**config.mk**
```make
export PLATFORM = sky130hd
export DESIGN_NAME = counter_chain_sequencer
export DESIGN_NICKNAME = d
export VERILOG_FILES = /design/src/rtl/counter_chain_sequencer.sv
export SDC_FILE = /design/constraint.sdc
export NUM_CORES = 1
export LEC_CHECK = 0
export BUFFER_PORTS_ARGS = -buffer_cell sky130_fd_sc_hd__buf_2
export CORE_AREA = 8 8 64 66
export DETAILED_ROUTE_END_ITERATION = 8
export DIE_AREA = 0 0 72 74
export PLACE_DENSITY = 0.76
export SYNTH_ARGS = -nofsm -noshare
export SYNTH_HDL_FRONTEND = slang
export SYNTH_SLANG_ARGS = --single-unit
```
**constraint.sdc**
```tcl
create_clock -name clk -period 1.7 [get_ports clk]
set_input_delay 0.17 -clock clk [delete_from_list [all_inputs] [get_ports clk]]
set_output_delay 0.17 -clock clk [all_outputs]
set_load 0.005 [all_outputs]
```
**src/rtl/counter_chain_sequencer.sv**
```systemverilog
// Command-driven sequencer for the six-counter chain: loads, increments, waits out
// the chain latency and checks the modulo-8 result, parking in FAULT on chain error.
module counter_chain_sequencer #(
  parameter int CNT_W    = 4,
  parameter int PIPE_LAT = 2
) (
  input  logic             clk,
  input  logic             rst,
  input  logic             cmd_valid,
  output logic             cmd_ready,
  input  logic [2:0]       cmd_load,
  input  logic [CNT_W-1:0] cmd_inc_cnt,
  output logic             rsp_valid,
  output logic             rsp_pass,
  output logic [2:0]       rsp_value,
  input  logic             clr_fault,
  output logic             fault,
  output logic             dp_rst_n,
  output logic             dp_ld,
  output logic             dp_inc,
  output logic [2:0]       dp_data_in,
  input  logic [2:0]       dp_data_out,
  input  logic             dp_error
);

  localparam int TMR_W = (CNT_W >= 8) ? CNT_W + 1 : 8;

  typedef enum logic [2:0] {
    S_IDLE  = 3'd0,
    S_LOAD  = 3'd1,
    S_INC   = 3'd2,
    S_WAIT  = 3'd3,
    S_CHECK = 3'd4,
    S_FAULT = 3'd5,
    S_CLEAR = 3'd6
  } state_t;

  state_t             state_r;
  state_t             state_nxt_s;
  logic [2:0]         load_r;
  logic [CNT_W-1:0]   cnt_r;
  logic [TMR_W-1:0]   timer_r;
  logic               accept_s;
  logic               err_s;
  logic               inc_last_s;
  logic               wait_last_s;
  logic               check_ok_s;
  logic [2:0]         expected_s;

  // Expected chain value: 3-bit wrap-around sum, upper increment-count bits dropped.
  function automatic logic [2:0] exp_sum(input logic [2:0] ld, input logic [CNT_W-1:0] cnt);
    logic [2:0] cnt3;
    cnt3 = 3'(cnt);
    return ld + cnt3;
  endfunction

  assign accept_s    = cmd_valid & cmd_ready;
  assign err_s       = dp_error & (state_r != S_FAULT) & (state_r != S_CLEAR);
  assign inc_last_s  = (TMR_W'(cnt_r) == (timer_r + TMR_W'(1)));
  assign wait_last_s = (timer_r == TMR_W'(PIPE_LAT - 1));
  assign check_ok_s  = (state_r == S_CHECK) & ~err_s;
  assign expected_s  = exp_sum(load_r, cnt_r);

  // Next-state logic; a chain error pre-empts every non-fault state.
  always_comb begin
    state_nxt_s = state_r;
    if (err_s) begin
      state_nxt_s = S_FAULT;
    end else begin
      case (state_r)
        S_IDLE:  state_nxt_s = accept_s ? S_LOAD : S_IDLE;
        S_LOAD:  state_nxt_s = (cnt_r != {CNT_W{1'b0}}) ? S_INC : S_WAIT;
        S_INC:   state_nxt_s = inc_last_s ? S_WAIT : S_INC;
        S_WAIT:  state_nxt_s = wait_last_s ? S_CHECK : S_WAIT;
        S_CHECK: state_nxt_s = S_IDLE;
        S_FAULT: state_nxt_s = clr_fault ? S_CLEAR : S_FAULT;
        S_CLEAR: state_nxt_s = S_IDLE;
        default: state_nxt_s = S_IDLE;
      endcase
    end
  end

  // State, command latch and dwell timer (counts cycles spent in INC/WAIT).
  always_ff @(posedge clk) begin
    if (rst) begin
      state_r <= S_IDLE;
      load_r  <= 3'd0;
      cnt_r   <= {CNT_W{1'b0}};
      timer_r <= {TMR_W{1'b0}};
    end else begin
      state_r <= state_nxt_s;
      if (accept_s) begin
        load_r <= cmd_load;
        cnt_r  <= cmd_inc_cnt;
      end
      if ((state_nxt_s == state_r) && ((state_r == S_INC) || (state_r == S_WAIT))) begin
        timer_r <= timer_r + TMR_W'(1);
      end else begin
        timer_r <= {TMR_W{1'b0}};
      end
    end
  end

  // Registered outputs: strobes follow the next state so an error drops them at once;
  // the response captures dp_data_out while in CHECK.
  always_ff @(posedge clk) begin
    if (rst) begin
      cmd_ready  <= 1'b0;
      dp_ld      <= 1'b0;
      dp_inc     <= 1'b0;
      dp_data_in <= 3'd0;
      dp_rst_n   <= 1'b0;
      fault      <= 1'b0;
      rsp_valid  <= 1'b0;
      rsp_pass   <= 1'b0;
      rsp_value  <= 3'd0;
    end else begin
      cmd_ready  <= (state_nxt_s == S_IDLE);
      dp_ld      <= (state_nxt_s == S_LOAD);
      dp_inc     <= (state_nxt_s == S_INC);
      dp_data_in <= (state_nxt_s == S_LOAD) ? cmd_load : 3'd0;
      dp_rst_n   <= (state_nxt_s != S_CLEAR);
      fault      <= (state_nxt_s == S_FAULT);
      rsp_valid  <= check_ok_s;
      rsp_pass   <= check_ok_s & (dp_data_out == expected_s);
      rsp_value  <= check_ok_s ? dp_data_out : 3'd0;
    end
  end

endmodule

```
# --- Yosys cells after proc, flatten, opt, wreduce, memory -nomap -nowiden ---
# Cells that the tools add are included.
totals:
  regBits: 31
  input_bits: 15
  out_inout_bits: 13
  wordCells: 54
classes:
  add_sub_neg: 2
  n_eq_ne: 15
  n_mux: 7
  bitwise: 9
  reduce_logical: 8
ops:
  columns: ["op", "n"]
  rows:
  - ["$pmux 3 s5", 1]
  - ["$eq 3x2->1 const B", 3]
  - ["$eq 3x3->1 const B", 3]
  - ["$ne 3x3->1 const B", 3]
  - ["$add 8x1->8 const B", 1]
  - ["$eq 4x8->1", 1]
  - ["$eq 8x1->1 const B", 1]
  - ["$eq 3x1->1 const B", 2]
  - ["$eq 3x3->1", 2]
  - ["$logic_not 3->1", 2]
  - ["$mux 3", 2]
  - ["$reduce_or 2->1", 3]
  - ["$and 1x1->1", 5]
  - ["$not 1->1", 4]
  - ["$reduce_bool 4->1", 1]
  - ["$add 3x3->3", 1]
  - ["$mux 1", 3]
  - ["$mux 2", 1]
  - ["$logic_and 1x1->1", 1]
  - ["$logic_or 1x1->1", 1]

# --- Longest topological paths before layout ---
logic_depth:
  word_depth: 9
  ltp_mapped: 9
  ltp_nobuf: 8

# --- Least setup slack after synthesis ---
# OpenSTA, ideal clock, no wires.
synth_path:
  kind: "register to register"
  from: "register timer_r[1]"
  to: "register timer_r[0]"
  setup_ns: 0.086
  t_arrival_ns: 1.727
  slack_ns: -0.114
  stages_incl_launch_ff: 8
  path_cell_list: "dfxtp_1 inv_1 ha_1 nor4b_4 a41o_1 a21oi_1 nand4_2 a211oi_1"
synth_via:
  elab_chain_cells: 9
  elab_cells_between_ends: 11
  cone_classes: "add/sub (1); eq/ne (3); mux (4); bitwise (1); reduce/logical (2)"
synth_lines:
  columns: ["item", "line_no", "text"]
  rows:
  - ["start, declared", "42", "logic [TMR_W-1:0] timer_r;"]
  - ["start signal, assigned", "89", "timer_r <= {TMR_W{1'b0}};"]
  - ["start signal, assigned", "97", "timer_r <= timer_r + TMR_W'(1);"]
  - ["start signal, assigned", "99", "timer_r <= {TMR_W{1'b0}};"]
  - ["$add 8x1->8", "59", "assign inc_last_s = (TMR_W'(cnt_r) == (timer_r + TMR_W'(1)));"]
  - ["$eq 4x8->1", "59", null]
  - ["$mux 1", "73", "S_INC: state_nxt_s = inc_last_s ? S_WAIT : S_INC;"]
  - ["$pmux 3 s5 (*)", "70", "case (state_r)"]
  - ["$mux 3 (*)", "67", "if (err_s) begin"]
  - ["$eq 3x3->1 (*)", "96", "if ((state_nxt_s == state_r) && ((state_r == S_INC) || (state_r == S_WAIT))) begin"]
  - ["$logic_and 1x1->1 (*)", "96", null]
  - ["$not 1->1 (no line) (*)", null, null]
  - ["$reduce_or 2->1 (no line) (*)", null, null]
# Every way passes the cells marked *; elsewhere a longest branch is shown, timed or not.
# A chain may end at the register's enable or synchronous reset.

# --- Final worst setup path ---
# Ends and elaborated chain as after synthesis.

==> summary by stage <==
Floorplan
The number of top-level pins is 28. The row count is 21. The height of the chip is ~74 µm.

The initial utilization of the core area, before any placement, comes to 0.444. The area inside the core boundary is 3180 µm². The die footprint is 5330 µm². The width of the die is 72 µm.

Pwr
The analysis attributes to cell leakage a power of 0.811 nW. The total power divided by cell area is 763 nW/µm². The peak supply drop is 0.000643 V.

Placed design
The placement-stage cell area is 1810 µm². The final estimated routing congestion in global placement is 0.829. The port buffer count is 27.

The count of placed standard cells including taps is around 250. Detailed placement finished with a half-perimeter wire length of 2850 µm.

Yosys
The main combinational cell family by area after synthesis is simple AND/OR/NAND/NOR gates. Yosys attributes the largest share of cell area to sky130_fd_sc_hd__dfxtp_1, sky130_fd_sc_hd__xnor2_1, sky130_fd_sc_hd__nand3_1, sky130_fd_sc_hd__a21oi_1, sky130_fd_sc_hd__xor2_1. The number of synthesized flops with an enable pin is 0.

The share of the synthesized netlist area taken by xor and xnor gates is 0.0932. Of the synthesized area, sequential elements account for 0.440. The share of synthesized area in the top cell type comes to 0.440. The net count after synthesis is 170.

The fraction of the mapped netlist area in compound gates is 0.132. After synthesis, the netlist uses 38 different library cells. The yosys synthesis warning count is 0. The average size of a mapped cell is 9.34 µm². The portion of synthesized area spent on multiplexers is 0.0142. For this run, asynchronously set or reset flops after synthesis account for 0. Of the total synthesized cell area, the portion taken by AND, OR, NAND and NOR gates is 0.233. The synthesized netlist occupies a cell area of 1410 µm². The main flop type after synthesis is sky130_fd_sc_hd__dfxtp_1. Of the total synthesized cell area, the portion taken by full adders, half adders and majority gates is 0.0408. The synthesized design contains 31 register bits. The number of instances in the synthesized netlist is 151. The biggest area contributor in the post-synthesis netlist is sky130_fd_sc_hd__dfxtp_1.

Clocking
The number of buffers on the longest clock path is 2. For this design, the sink count on the clock tree is 31. CTS built an H-tree with a depth of 2. TritonCTS built the clock tree.

Buffers inserted during clock tree synthesis total 5. After clock tree synthesis, the clock-pin slew on the worst setup and hold paths is roughly 0.09 ns. The clock tree root buffer cell is sky130_fd_sc_hd__clkbuf_4.

For the worst-skew pair, the clock arrives at the later sink with an insertion delay of 0.34 ns.

Critical path
The start of the worst register-to-register path is timer_r[1]$_SDFF_PP0_. The endpoint identified for the worst register-to-register timing path is timer_r[0]$_SDFF_PP0_. The flop-to-flop setup slack is -0.23 ns.

The slowest stage of the critical path is the sky130_fd_sc_hd__dfxtp_2 cell. The signal on the critical path passes through inv_2 -> ha_4 -> nor4b_4 -> a211oi_2 -> a311oi_1 -> o21ai_1 -> a31o_1 -> buf_12 -> a211oi_1. Following the worst setup path forward leads to its endpoint at timer_r[0]$_SDFF_PP0_. Of all nets on the critical path, the largest fanout is 12. The worst setup path is captured at a register. The worst setup path is launched from a register.

The critical path required time is 1.95 ns. The worst setup path is of the register to register kind. In this run the worst setup path begins at timer_r[1]$_SDFF_PP0_. The largest single stage delay on the critical path is around 0.35 ns. The arrival time reported for the critical path endpoint is 2.18 ns. The cell count of the worst reg-to-reg path is 9.

Global routing
The overall track demand over capacity in global routing is 0.153. The first global-routing pass estimated 6180 µm of wire. The aggregate global routing overflow is 0. The via count of the first global-routing pass is roughly 1,400.

The initial antenna violation count is 0. The pin count of the biggest net entering global routing is 15.

Route
The final layout contains routed wiring with a total length of roughly 3600 µm. The first routing iteration left 45 violations. The detailed-route vias per instance is ~5.2.

The number of search-and-repair iterations in the first detailed-routing pass is 4. The remaining design rule violation count is 0. Detailed routing inserted a total of roughly 1,300 vias. Dividing the detail-routed wire length by the instance count gives 14.3 µm. The final antenna-violating net count is 0.

Timing
For the final routed database, the setup TNS stands at -2.32 ns. The portion of the clock cycle consumed by the worst path in the final layout is 1.14. The transition time at the pin with the least slew margin is between 0.3 and 0.4 ns.

The routed design could run at a clock period as short as 1.93 ns. Setup repair after global routing could not meet its margin everywhere. The count of endpoints failing setup in the final report is 16. The relative slew slack is 0.738. The number of failing hold endpoints at the final stage is 0.

The number of pins with negative max-slew slack in the final report is 0. The worst clock skew is 0.00771 ns. The timing-limited maximum frequency is 0.518 GHz. The final worst slack is -0.232 ns.

Hold path
The tightest min-delay check is of the input port to register type.

Final layout
The post-route non-filler standard cell count is 255. The final layout net count is 228. Relative to the synthesized area, the layout overhead comes to 38.2%. The utilization after layout is 0.613. The finished cells cover 1950 µm². In the final layout, the share of cells above drive strength 1 is 0.373.

The count of inserted antenna diode cells is 0.

Run status
The run finished, with violations left. The final reports fail on negative setup slack.

Flow run
The max-cap violation count is 0.
## worst min-delay path by stage
stage	startpoint	end	cells after the start
after CTS	dp_data_out[1]	rsp_value[1]$_SDFF_PP0_	2
after detailed placement	dp_data_out[1]	rsp_value[1]$_SDFF_PP0_	2
after global placement	dp_data_out[1]	rsp_value[1]$_SDFF_PP0_	2
after global routing	dp_data_out[1]	rsp_value[1]$_SDFF_PP0_	2
final	dp_data_out[1]	rsp_value[1]$_SDFF_PP0_	2
after floorplan	rst	state_r[0]$_SDFF_PP0_	1
## state kept, by name, indices dropped and copies added (netlist names)
| register | count |
|---|---|
| timer_r | 8 |
| cnt_r | 4 |
| dp_data_in | 3 |
| load_r | 3 |
| rsp_value | 3 |
| state_r | 3 |
| cmd_ready | 1 |
| dp_inc | 1 |
| dp_ld | 1 |
| dp_rst_n | 1 |
| fault | 1 |
| rsp_pass | 1 |
| rsp_valid | 1 |
## cell usage in the layout (no fill, tap or decap), drive strengths merged
master,netlist,final
a211oi,6,6
a21boi,1,1
a21oi,11,11
a311oi,1,1
a31o,1,1
a41o,1,1
a41oi,1,1
and2,3,3
and3,6,6
and4,3,3
buf,3,57
clkbuf,3,7
dfxtp,31,31
fa,1,1
ha,3,3
inv,8,8
mux2i,2,2
nand2,10,10
nand2b,2,2
nand3,12,12
nand4,1,1
nor2,8,8
nor2b,4,4
nor3,2,2
nor4,2,2
nor4b,1,1
o21a,2,2
o21ai,3,3
o22ai,2,2
or3,1,1
or4,1,1
xnor2,9,9
xor2,6,6
## what timing repair did
action                     CTS  global route
buffers inserted             3             1
setup endpoints to repair   16            16
hold buffers                 0             0
resized for setup            1             9
pin swaps                    1             9
## final cells by class
cell class	instances	area, µm²
clock buffers	7	66.3
fillers	265	1230
inverters	8	30.0
multi-input cells	106	793
flip-flops and latches	31	626
well taps	46	57.6
repair buffers	57	377
## per-layer routing
metal  wire (µm)  global-route usage  share of wire  vias to the layer above
li1            -                   -              -                      651
met1        1320               0.133           0.36                      626
met2        2040               0.301           0.56                       35
met3         213              0.0593          0.059                        8
met4          74              0.0726          0.020                        0
met5           0                   0              0                        -
## through the flow
stage	total power, mW	hold slack (ns)	setup WS, ns
floorplan	0.903	0.242	-0.0107
global placement	0.997	0.401	-0.0770
detailed placement	1.01	0.403	-0.216
CTS	1.48	0.0515	-0.203
global route	1.55	0.0475	-0.324
finish	1.49	0.0598	-0.232
## critical path, delay by kind of cell, from the launching register on
kind / cells / cell delay, ns
AOI/OAI and AO/OA: 5 / 0.93
buffers and inverters: 2 / 0.22
and+or+nand+nor: 1 / 0.23
adders and majority gates: 1 / 0.12
DFF: 1 / 0.35
## where the power goes
part / total (mW) / leakage (nW) / internal [mW] / switching [mW]
Combinational: 0.237 / 0.521 / 0.116 / 0.121
Sequential: 0.768 / 0.253 / 0.749 / 0.0197
Clock: 0.481 / 0.0365 / 0.244 / 0.237
Total: 1.49 / 0.811 / 1.11 / 0.378
## cells by family (layout without fill, tap and decap cells)
kind of cell | after synthesis | in the layout
simple gates | 56 | 56
flops | 31 | 31
compound gates | 29 | 29
xor+xnor | 15 | 15
buf+inv | 14 | 72
fa+ha+maj | 4 | 4
mux | 2 | 2
## synthesized netlist by cell type (2+ instances only)
cell                       count
sky130_fd_sc_hd__a211oi_1      6
sky130_fd_sc_hd__a21oi_1      11
sky130_fd_sc_hd__and2_1        3
sky130_fd_sc_hd__and3_1        6
sky130_fd_sc_hd__and4_1        3
sky130_fd_sc_hd__clkbuf_1      3
sky130_fd_sc_hd__dfxtp_1      31
sky130_fd_sc_hd__ha_1          3
sky130_fd_sc_hd__inv_1         8
sky130_fd_sc_hd__mux2i_1       2
sky130_fd_sc_hd__nand2_1       9
sky130_fd_sc_hd__nand2b_1      2
sky130_fd_sc_hd__nand3_1      12
sky130_fd_sc_hd__nor2_1        8
sky130_fd_sc_hd__nor2b_1       4
sky130_fd_sc_hd__nor3_1        2
sky130_fd_sc_hd__o21a_1        2
sky130_fd_sc_hd__o21ai_1       2
sky130_fd_sc_hd__o22ai_1       2
sky130_fd_sc_hd__xnor2_1       9
sky130_fd_sc_hd__xor2_1        6
Note: power is estimated with default switching activity, not from simulation.
